--- src/rtl/bp_pkg.sv ---
// Shared bytepipe constants and arbiter state encoding.
package bp_pkg;

  localparam int BP_W          = 8;
  localparam int BP_CMD_WR_BIT = 7;
  localparam int BP_ADDR_W     = 7;

  typedef enum logic [1:0] {
    IDLE   = 2'd0,
    CMD    = 2'd1,
    WRDATA = 2'd2,
    RDRESP = 2'd3
  } bp_state_e;

  function automatic logic bpIsWr(
    input logic [BP_W-1:0] cmd
  );
    return cmd[BP_CMD_WR_BIT];
  endfunction

endpackage

--- src/rtl/bp_rr_pick.sv ---
// Onehot requester picker: round-robin from ptr, or fixed
// priority from index 0 when BP_REG_ARB_FIXED_PRIO_EN is defined.
module bp_rr_pick #(
  parameter int N_REQ = 2,
  parameter int PTR_W = 1
) (
  input  logic [N_REQ-1:0] req,
  input  logic [PTR_W-1:0] ptr,
  output logic [N_REQ-1:0] gnt,
  output logic [PTR_W-1:0] idx
);

  int               k;
  logic [PTR_W-1:0] kk;
  logic             found;

`ifdef BP_REG_ARB_FIXED_PRIO_EN
  logic ptrUnused;
  assign ptrUnused = ^ptr;
`endif

  always_comb begin
    gnt   = '0;
    idx   = '0;
    found = 1'b0;
    k     = 0;
    kk    = '0;
    for (int i = 0; i < N_REQ; i++) begin
`ifdef BP_REG_ARB_FIXED_PRIO_EN
      k = i;
`else
      // explicit wrap keeps non-power-of-two N_REQ correct
      k = int'(ptr) + i;
      if (k >= N_REQ) k = k - N_REQ;
`endif
      kk = PTR_W'(k);
      if (!found && req[kk]) begin
        found   = 1'b1;
        gnt[kk] = 1'b1;
        idx     = kk;
      end
    end
  end

endmodule

--- src/rtl/bp_reg_arb.sv ---
// Transaction-level bytepipe arbiter in front of one register memory.
// BP_REG_ARB_FIXED_PRIO_EN selects fixed priority instead of round-robin.
module bp_reg_arb
  import bp_pkg::*;
#(
  parameter int N_REQ = 2
) (
  input  logic                  i_clk,
  input  logic                  i_rst_n,
  input  logic                  i_cg,
  input  logic [BP_W*N_REQ-1:0] i_req_bp_data,
  input  logic [N_REQ-1:0]      i_req_bp_valid,
  output logic [N_REQ-1:0]      o_req_bp_ready,
  output logic [BP_W-1:0]       o_req_bp_data,
  output logic [N_REQ-1:0]      o_req_bp_valid,
  input  logic [N_REQ-1:0]      i_req_bp_ready,
  output logic [BP_W-1:0]       o_mem_bp_data,
  output logic                  o_mem_bp_valid,
  input  logic                  i_mem_bp_ready,
  input  logic [BP_W-1:0]       i_mem_bp_data,
  input  logic                  i_mem_bp_valid,
  output logic                  o_mem_bp_ready,
  output logic [N_REQ-1:0]      o_grant
);

  localparam int PTR_W = (N_REQ > 1) ? $clog2(N_REQ) : 1;

  bp_state_e        state;
  logic [N_REQ-1:0] grant;
  logic [PTR_W-1:0] gIdx;
  logic [PTR_W-1:0] rrPtr;

  logic [N_REQ-1:0] pickGnt;
  logic [PTR_W-1:0] pickIdx;
  logic [BP_W-1:0]  gData;
  logic             gValid;
  logic             gRspRdy;
  logic             fwd;
  logic             rsp;
  logic             memHs;
  logic             rspHs;
  logic             done;

  bp_rr_pick #(
    .N_REQ (N_REQ),
    .PTR_W (PTR_W)
  ) uPick (
    .req (i_req_bp_valid),
    .ptr (rrPtr),
    .gnt (pickGnt),
    .idx (pickIdx)
  );

  assign gData   = i_req_bp_data[int'(gIdx)*BP_W +: BP_W];
  assign gValid  = i_req_bp_valid[gIdx];
  assign gRspRdy = i_req_bp_ready[gIdx];

  assign fwd = i_cg && (state == CMD || state == WRDATA);
  assign rsp = i_cg && (state == RDRESP);

  assign o_mem_bp_valid = fwd && gValid;
  assign o_mem_bp_data  = fwd ? gData : '0;
  assign o_req_bp_ready = (fwd && i_mem_bp_ready) ? grant : '0;

  assign o_req_bp_data  = rsp ? i_mem_bp_data : '0;
  assign o_req_bp_valid = (rsp && i_mem_bp_valid) ? grant : '0;
  assign o_mem_bp_ready = rsp && gRspRdy;

  assign o_grant = grant;

  assign memHs = o_mem_bp_valid && i_mem_bp_ready;
  assign rspHs = rsp && i_mem_bp_valid && gRspRdy;
  assign done  = (state == WRDATA && memHs)
              || (state == RDRESP && rspHs);

  always_ff @(posedge i_clk or negedge i_rst_n) begin
    if (!i_rst_n) begin
      state <= IDLE;
      grant <= '0;
      gIdx  <= '0;
    end else if (i_cg) begin
      unique case (state)
        IDLE: begin
          if (|i_req_bp_valid) begin
            grant <= pickGnt;
            gIdx  <= pickIdx;
            state <= CMD;
          end
        end
        CMD: begin
          if (memHs)
            state <= bpIsWr(gData) ? WRDATA : RDRESP;
        end
        WRDATA, RDRESP: begin
          if (done) begin
            state <= IDLE;
            grant <= '0;
          end
        end
        default: state <= IDLE;
      endcase
    end
  end

`ifdef BP_REG_ARB_FIXED_PRIO_EN
  assign rrPtr = '0;
`else
  logic [PTR_W-1:0] nextPtr;

  assign nextPtr = (int'(gIdx) == N_REQ - 1) ? '0 : gIdx + 1'b1;

  always_ff @(posedge i_clk or negedge i_rst_n) begin
    if (!i_rst_n)
      rrPtr <= '0;
    else if (i_cg && done)
      rrPtr <= nextPtr;
  end
`endif

endmodule

--- config.mk ---
export PLATFORM = sky130hd
export DESIGN_NAME = bp_reg_arb
export DESIGN_NICKNAME = d
export VERILOG_FILES = /design/src/rtl/bp_pkg.sv /design/src/rtl/bp_rr_pick.sv /design/src/rtl/bp_reg_arb.sv
export SDC_FILE = /design/constraint.sdc
export NUM_CORES = 1
export LEC_CHECK = 0
export CAP_MARGIN = 40
export CORE_AREA = 2 2 39 41
export CTS_CLUSTER_DIAMETER = 50
export DETAILED_ROUTE_END_ITERATION = 6
export DIE_AREA = 0 0 41 43
export DONT_BUFFER_PORTS = 1
export PLACE_DENSITY_LB_ADDON = 0.3
export SYNTH_ARGS = -nofsm -noshare
export SYNTH_HDL_FRONTEND = slang
export SYNTH_SLANG_ARGS = --single-unit
--- constraint.sdc ---
create_clock -name i_clk -period 1.9 [get_ports i_clk]
set_clock_uncertainty 0.05 [all_clocks]
set_input_delay 0.285 -clock i_clk [delete_from_list [all_inputs] [get_ports i_clk]]
set_output_delay 0.285 -clock i_clk [all_outputs]
set_load 0.02 [all_outputs]
Yosys cells after proc, flatten, opt, wreduce, memory -nomap -nowiden
Index checks and enable logic that the tools add are counted.
W data, S select, Z words.
{ "word_totals": {"memories": 0, "output_inout_bits": 24, "ff_bits": 6, "latch_bits": 0, "ram_bits": 0, "mem_bits_ro": 0, "in_bits": 33} }
{ "op_classes": {"n_mux": 31, "multipliers": 0, "bitwise": 1, "magnitude_cmp": 7, "n_eq_ne": 6, "n_addsub": 4, "shift": 1, "div_mod_pow": 0, "n_reduce_logical": 24} }
{ "ops": {"columns": ["op", "n"], "rows": [
  ["$mux W1", 17],
  ["$mux W2", 8],
  ["$mux W8", 2],
  ["$shiftx A16 B5 Y8", 1],
  ["$logic_and A1 B1 Y1", 14],
  ["$reduce_and A4 Y1", 2],
  ["$lt A1 B2 Y1 const B", 3],
  ["$ne A2 B2 Y1 const B", 3],
  ["$pmux W2 S3", 1],
  ["$eq A2 B2 Y1 const B", 2],
  ["$pmux W2 S2", 1],
  ["$reduce_or A2 Y1", 2],
  ["$reduce_and A3 Y1", 1],
  ["$add A1 B1 Y2 const B", 1],
  ["$demux W1 S1", 2],
  ["$eq A2 B1 Y1 const B", 1],
  ["$ge A1 B1 Y1 const B", 2],
  ["$ge A1 B2 Y1 const B", 1],
  ["$ge A2 B2 Y1 const B", 1],
  ["$logic_not A2 Y1", 1],
  ["$logic_or A1 B1 Y1", 2],
  ["$or A2 B2 Y2", 1],
  ["$reduce_bool A2 Y1", 1],
  ["$sub A1 B1 Y1 const B", 2],
  ["2 further kinds", 2]
]} }

Depth between registers and ports, before layout
{ "depth": {"depth_word": 11, "mapped_depth": 6} }

Cells and area by module
Synthesis repeated with hierarchy kept, for this count alone.
{ "hier_totals": {"hier_cells": 83, "hier_area_um2": 675.6} }
{ "modules_own_cells": {"columns": ["mod", "area_each_um2", "cells_per_inst", "instances"], "rows": [
  ["bp_reg_arb", 645.6, 79, 1],
  ["bp_rr_pick", 30.0, 4, 1]
]} }

Least setup slack after synthesis
OpenSTA, ideal clock, no wires.
{ "synth_timing": {"path_type": "reg2reg", "startpoint": "register state[0]", "endpoint": "register state[1]", "arrival_time_ps": 1634, "path_stages_with_launch": 7, "slack_ps": 88, "setup_ps": 128, "path_cell_list": "dfrtp_1 -> inv_1 -> ha_1 -> nand3_2 -> o32ai_4 -> o211ai_2 -> mux2_1"} }
{ "synth_between": {"elab_chain_cells": 9} }
{ "synth_lines": {"columns": ["element", "line_no", "text"], "rows": [
  ["start: declaration", "bp_reg_arb.sv:28", "bp_state_e state;"],
  ["start signal: assignment", "bp_reg_arb.sv:92", "state <= bpIsWr(gData) ? WRDATA : RDRESP;"],
  ["$eq A2 B1 Y1 or $eq A2 B2 Y1 (tied branches)", "bp_reg_arb.sv:58, bp_reg_arb.sv:82, bp_reg_arb.sv:73", null],
  ["$logic_or A1 B1 Y1", "bp_reg_arb.sv:58", "assign fwd = i_cg && (state == CMD || state == WRDATA);"],
  ["$logic_and A1 B1 Y1", "bp_reg_arb.sv:58", null],
  ["$logic_and A1 B1 Y1", "bp_reg_arb.sv:61", "assign o_mem_bp_valid = fwd && gValid;"],
  ["$logic_and A1 B1 Y1", "bp_reg_arb.sv:71", "assign memHs = o_mem_bp_valid && i_mem_bp_ready;"],
  ["$logic_and A1 B1 Y1", "bp_reg_arb.sv:73", "assign done = (state == WRDATA && memHs)"],
  ["$logic_or A1 B1 Y1", "bp_reg_arb.sv:74", "|| (state == RDRESP && rspHs);"],
  ["$ne A2 B2 Y1 (no source line)", null, null],
  ["$reduce_and A4 Y1 (no source line)", null, null]
]} }
Parallel ways exist; a longest one is shown, timed or not.
A chain may end at the register's enable or synchronous reset.

Final worst setup path
{ "layout_timing": {"startpoint": "register state[0]", "endpoint": "output port o_mem_bp_data[0]"} }
{ "layout_between": {"elab_chain_cells": 4} }
{ "layout_lines": {"columns": ["element", "line_no", "text"], "rows": [
  ["$eq A2 B1 Y1 or $eq A2 B2 Y1 (tied branches)", "bp_reg_arb.sv:58", null],
  ["$logic_or A1 B1 Y1 (*)", "bp_reg_arb.sv:58", null],
  ["$logic_and A1 B1 Y1 (*)", "bp_reg_arb.sv:58", null],
  ["$mux W8 (*)", "bp_reg_arb.sv:62", "assign o_mem_bp_data = fwd ? gData : '0;"],
  ["end: declaration", "bp_reg_arb.sv:17", "output logic [BP_W-1:0] o_mem_bp_data,"]
]} }
Every way passes the cells marked *; elsewhere a longest branch is shown, timed or not.

==> impl_metrics.py <==
metrics = {
    "critical_path": {
        "r2r-end": "state[1]",
        "rrSetupSlack_ps": 60,
        "critPathMaxFanout": 9,
        "path_class": "register to output port",
        "startpoint_type": "register",
        "cp.arrival_ps": 1540,
        "crit_required_ps": 1560,
        "cp-end-kind": "output port",
        "reg2reg_depth": 6,
        "r2r_start": "state[0]",
    },
    "pwr": {
        "combPwrFrac_pct": 68.8,
        "power_density_mw_per_mm2": 1660,
        "power.leakage_nw": 0.365,
        "peakVddDrop_v": 0.000597,
        "p_int_mw": 0.592,
        "power_switching_mw": 0.653,
        "p_total_mw": 1.24,
        "clockPowerShare_pct": 10.0,
        "pwr-share-seq_pct": 21.2,
        "switching_share_pct": 52.4,
    },
    "logic_synthesis": {
        "synth-seq-area-share_pct": 23.3,
        "yosysWarningCount": 0,
        "postSynthAreaPerCell_sq_um": 8.14,
        "syn_inst": 79,
        "mappedNetlistArea_sq_um": 643,
        "synth_fp_nets": 117,
        "synth_seq_cells": 6,
        "ys_types": 25,
    },
    "route": {
        "via_per_inst": 5.92,
        "routed_wl_mm": 1.65,
        "drt_iter0_drc": 6,
        "drtPass1Iterations": 4,
        "postRouteAntennaNets": 0,
        "drc": 0,
        "vias": 604,
        "routedWlPerCell_um": 16.1,
    },
    "sta": {
        "setup_ws_ps": 21.5,
        "slew_viol_final": 0,
        "min_period_ps": 1880,
        "setup_viol": 0,
        "hold_violations": 0,
        "slew_headroom_pct": 65.7,
        "fmax_ghz": 0.532,
        "fin_crit_sh_pct": 98.9,
        "tightest_slew_ps": 501,
        "rsz0062_at_grt": "true",
    },
    "die": {
        "fp.dieW_um": 41,
        "dieArea_sq_mm": 0.00176,
        "die_h_um": 43,
        "core_area_sq_mm": 0.00138,
        "ios": 57,
        "start_util_pct": 46.5,
        "fp-row-count": 14,
    },
    "clock_tree": {
        "ctsHtreeMaxLevel": 1,
        "cts_tree": "built",
        "insertion_delay_ps": 250,
        "ctsLongestPathBuffers": 2,
        "cts_buffers": 3,
        "root_buffer": "clkbuf_4",
        "post-cts-setup-buffer-count": 0,
        "cts.sinks": 6,
        "path_clk_slew_ps": 50,
    },
    "placed_design": {
        "pre_cts_ws_ps": 73.7,
        "portBuffers": 0,
        "routabilityCongestion": 0.843,
        "post-dp-hpwl_mm": 1.30,
    },
    "global_route": {
        "grt_usage_pct": 19.7,
        "antenna_found_initial": 0,
        "grt_start_max_net_pins": 17,
        "grt_pass1_wl_mm": 2.28,
        "grt_pass1_vias": 547,
        "grt_overflow": 0,
    },
    "worst_hold_path": {
        "hold_path.startpoint": "i_cg",
        "min_delay_worst_endpoint": "gIdx",
        "hold_depth": 1,
        "hold_path.class": "input pin to register",
    },
    "status": {
        "status": "completed",
    },
    "flow_run": {
        "drv_cap": 0,
    },
    "final_layout": {
        "final_layout_size_suffix_gt1_share_pct": 18.6,
        "syn_to_final_growth_pct": 16.3,
        "fin_nets": 126,
        "n_fill_cell": 131,
        "diodes": 0,
    },
}
-- cells by family after synthesis --
group	synth area share [%]
AND/OR/NAND/NOR	25.1
AO/OA/AOI/OAI	19.1
multiplexers	17.3
buffers and inverters	5.45
flip-flops	23.3
adder cells (fa/ha/maj)	9.73
-- power by group through the flow --
stage,registers [mW],clock network (mW),logic (mW)
6_report,0.264,0.124,0.856
3_5_place_dp,0.269,0,0.802
2_1_floorplan,0.265,0,0.632
4_1_cts,0.267,0.130,0.812
5_1_grt,0.276,0.135,0.936
3_3_place_gp,0.266,0,0.786
-- through the flow --
| stage | instance area [sq um] | utilization [%] | setup TNS [ps] | hold WS (ps) | std cells |
|---|---|---|---|---|---|
| 2_1_floorplan | 643 | - | 0 | -60.6 | 79 |
| 3_3_place_gp | 696 | 50.3 | 0 | -60.5 | 98 |
| 4_1_cts | 728 | 52.6 | -42.6 | 77.4 | 102 |
| 3_5_place_dp | 696 | 50.3 | 0 | -60.4 | 98 |
| 6_report | 748 | 54.1 | 0 | 79.3 | 102 |
| 5_1_grt | 748 | 54.1 | -343 | 81.7 | 102 |
-- cell type report --
class	instances	area, sq um	share of cell area [%]
tap	16	20.0	2.68
timing repair buffer	7	55.1	7.36
inverter	6	22.5	3.01
multi-input combinational	64	478	63.9
sequential	6	150	20.1
clock buffer	3	22.5	3.01
-- worst max-delay path by stage --
stage / from / end / slack [ps] / cells past startpoint
after global routing: state[0] / o_mem_bp_data[4] / -50 / 4
final: state[0] / o_mem_bp_data[0] / 20 / 4
after CTS: state[0] / o_req_bp_ready[0] / -10 / 5
after detailed placement: state[1] / state[1] / 70 / 6
after global placement: state[0] / state[1] / 130 / 6
after floorplan: state[0] / state[1] / 90 / 6
-- registers in the layout, summed over array words and instances (netlist names) --
register,flops
rrPtr,1
gIdx,1
state,2
o_grant,2
-- worst max-delay path: stages (launching register included) --
cell,delay (ps)
dfrtp_1,330
inv_1,100
ha_4,290
nand2_1,180
nor2_1,390
-- metal layers --
| metal | vias up | GRT usage (%) | share of wire [%] |
|---|---|---|---|
| met5 | - | 0 | 0 |
| met2 | 40 | 28.1 | 47 |
| met1 | 266 | 23.9 | 40 |
| met4 | 0 | 12.0 | 1.9 |
| li1 | 295 | - | - |
| met3 | 3 | 7.33 | 11 |
-- layout by cell type, fill, tap and decap left out, drive strengths merged --
cell type	n
a22o	1
mux2i	10
or3	1
o211ai	2
mux2	1
and3	9
dfrtp	6
o21ai	2
nand3	2
clkbuf	3
nor3	1
a21boi	2
ha	5
o32ai	1
a21oi	2
buf	6
a31oi	2
inv	6
dlygate4sd3	1
nand2	3
a2bb2oi	1
a32o	1
nor2	18
-- cell usage after synthesis, drive strengths merged --
master,n,area share (%)
mux2,1,1.8
buf,1,0.78
nand2,3,1.8
a21oi,2,1.6
inv,6,3.5
nor3,1,0.78
ha,5,9.7
nand3,2,2.3
mux2i,10,16
and3,9,8.8
or3,1,0.97
o211ai,2,3.1
clkbuf,2,1.2
o21ai,2,1.6
a31oi,2,1.9
a21boi,2,2.3
o32ai,1,4.3
nor2,18,11
dfrtp,6,23
a22o,1,1.4
a2bb2oi,1,1.4
a32o,1,1.6
-- repair_timing --
action / CTS / global route
gates resized for setup: 0 / 4
endpoints found under the hold margin: 6 / 0
hold buffers: 1 / 0
endpoints found under the setup margin: 5 / 12
pin swaps: 0 / 2
Note: power is estimated with default switching activity, not from simulation.
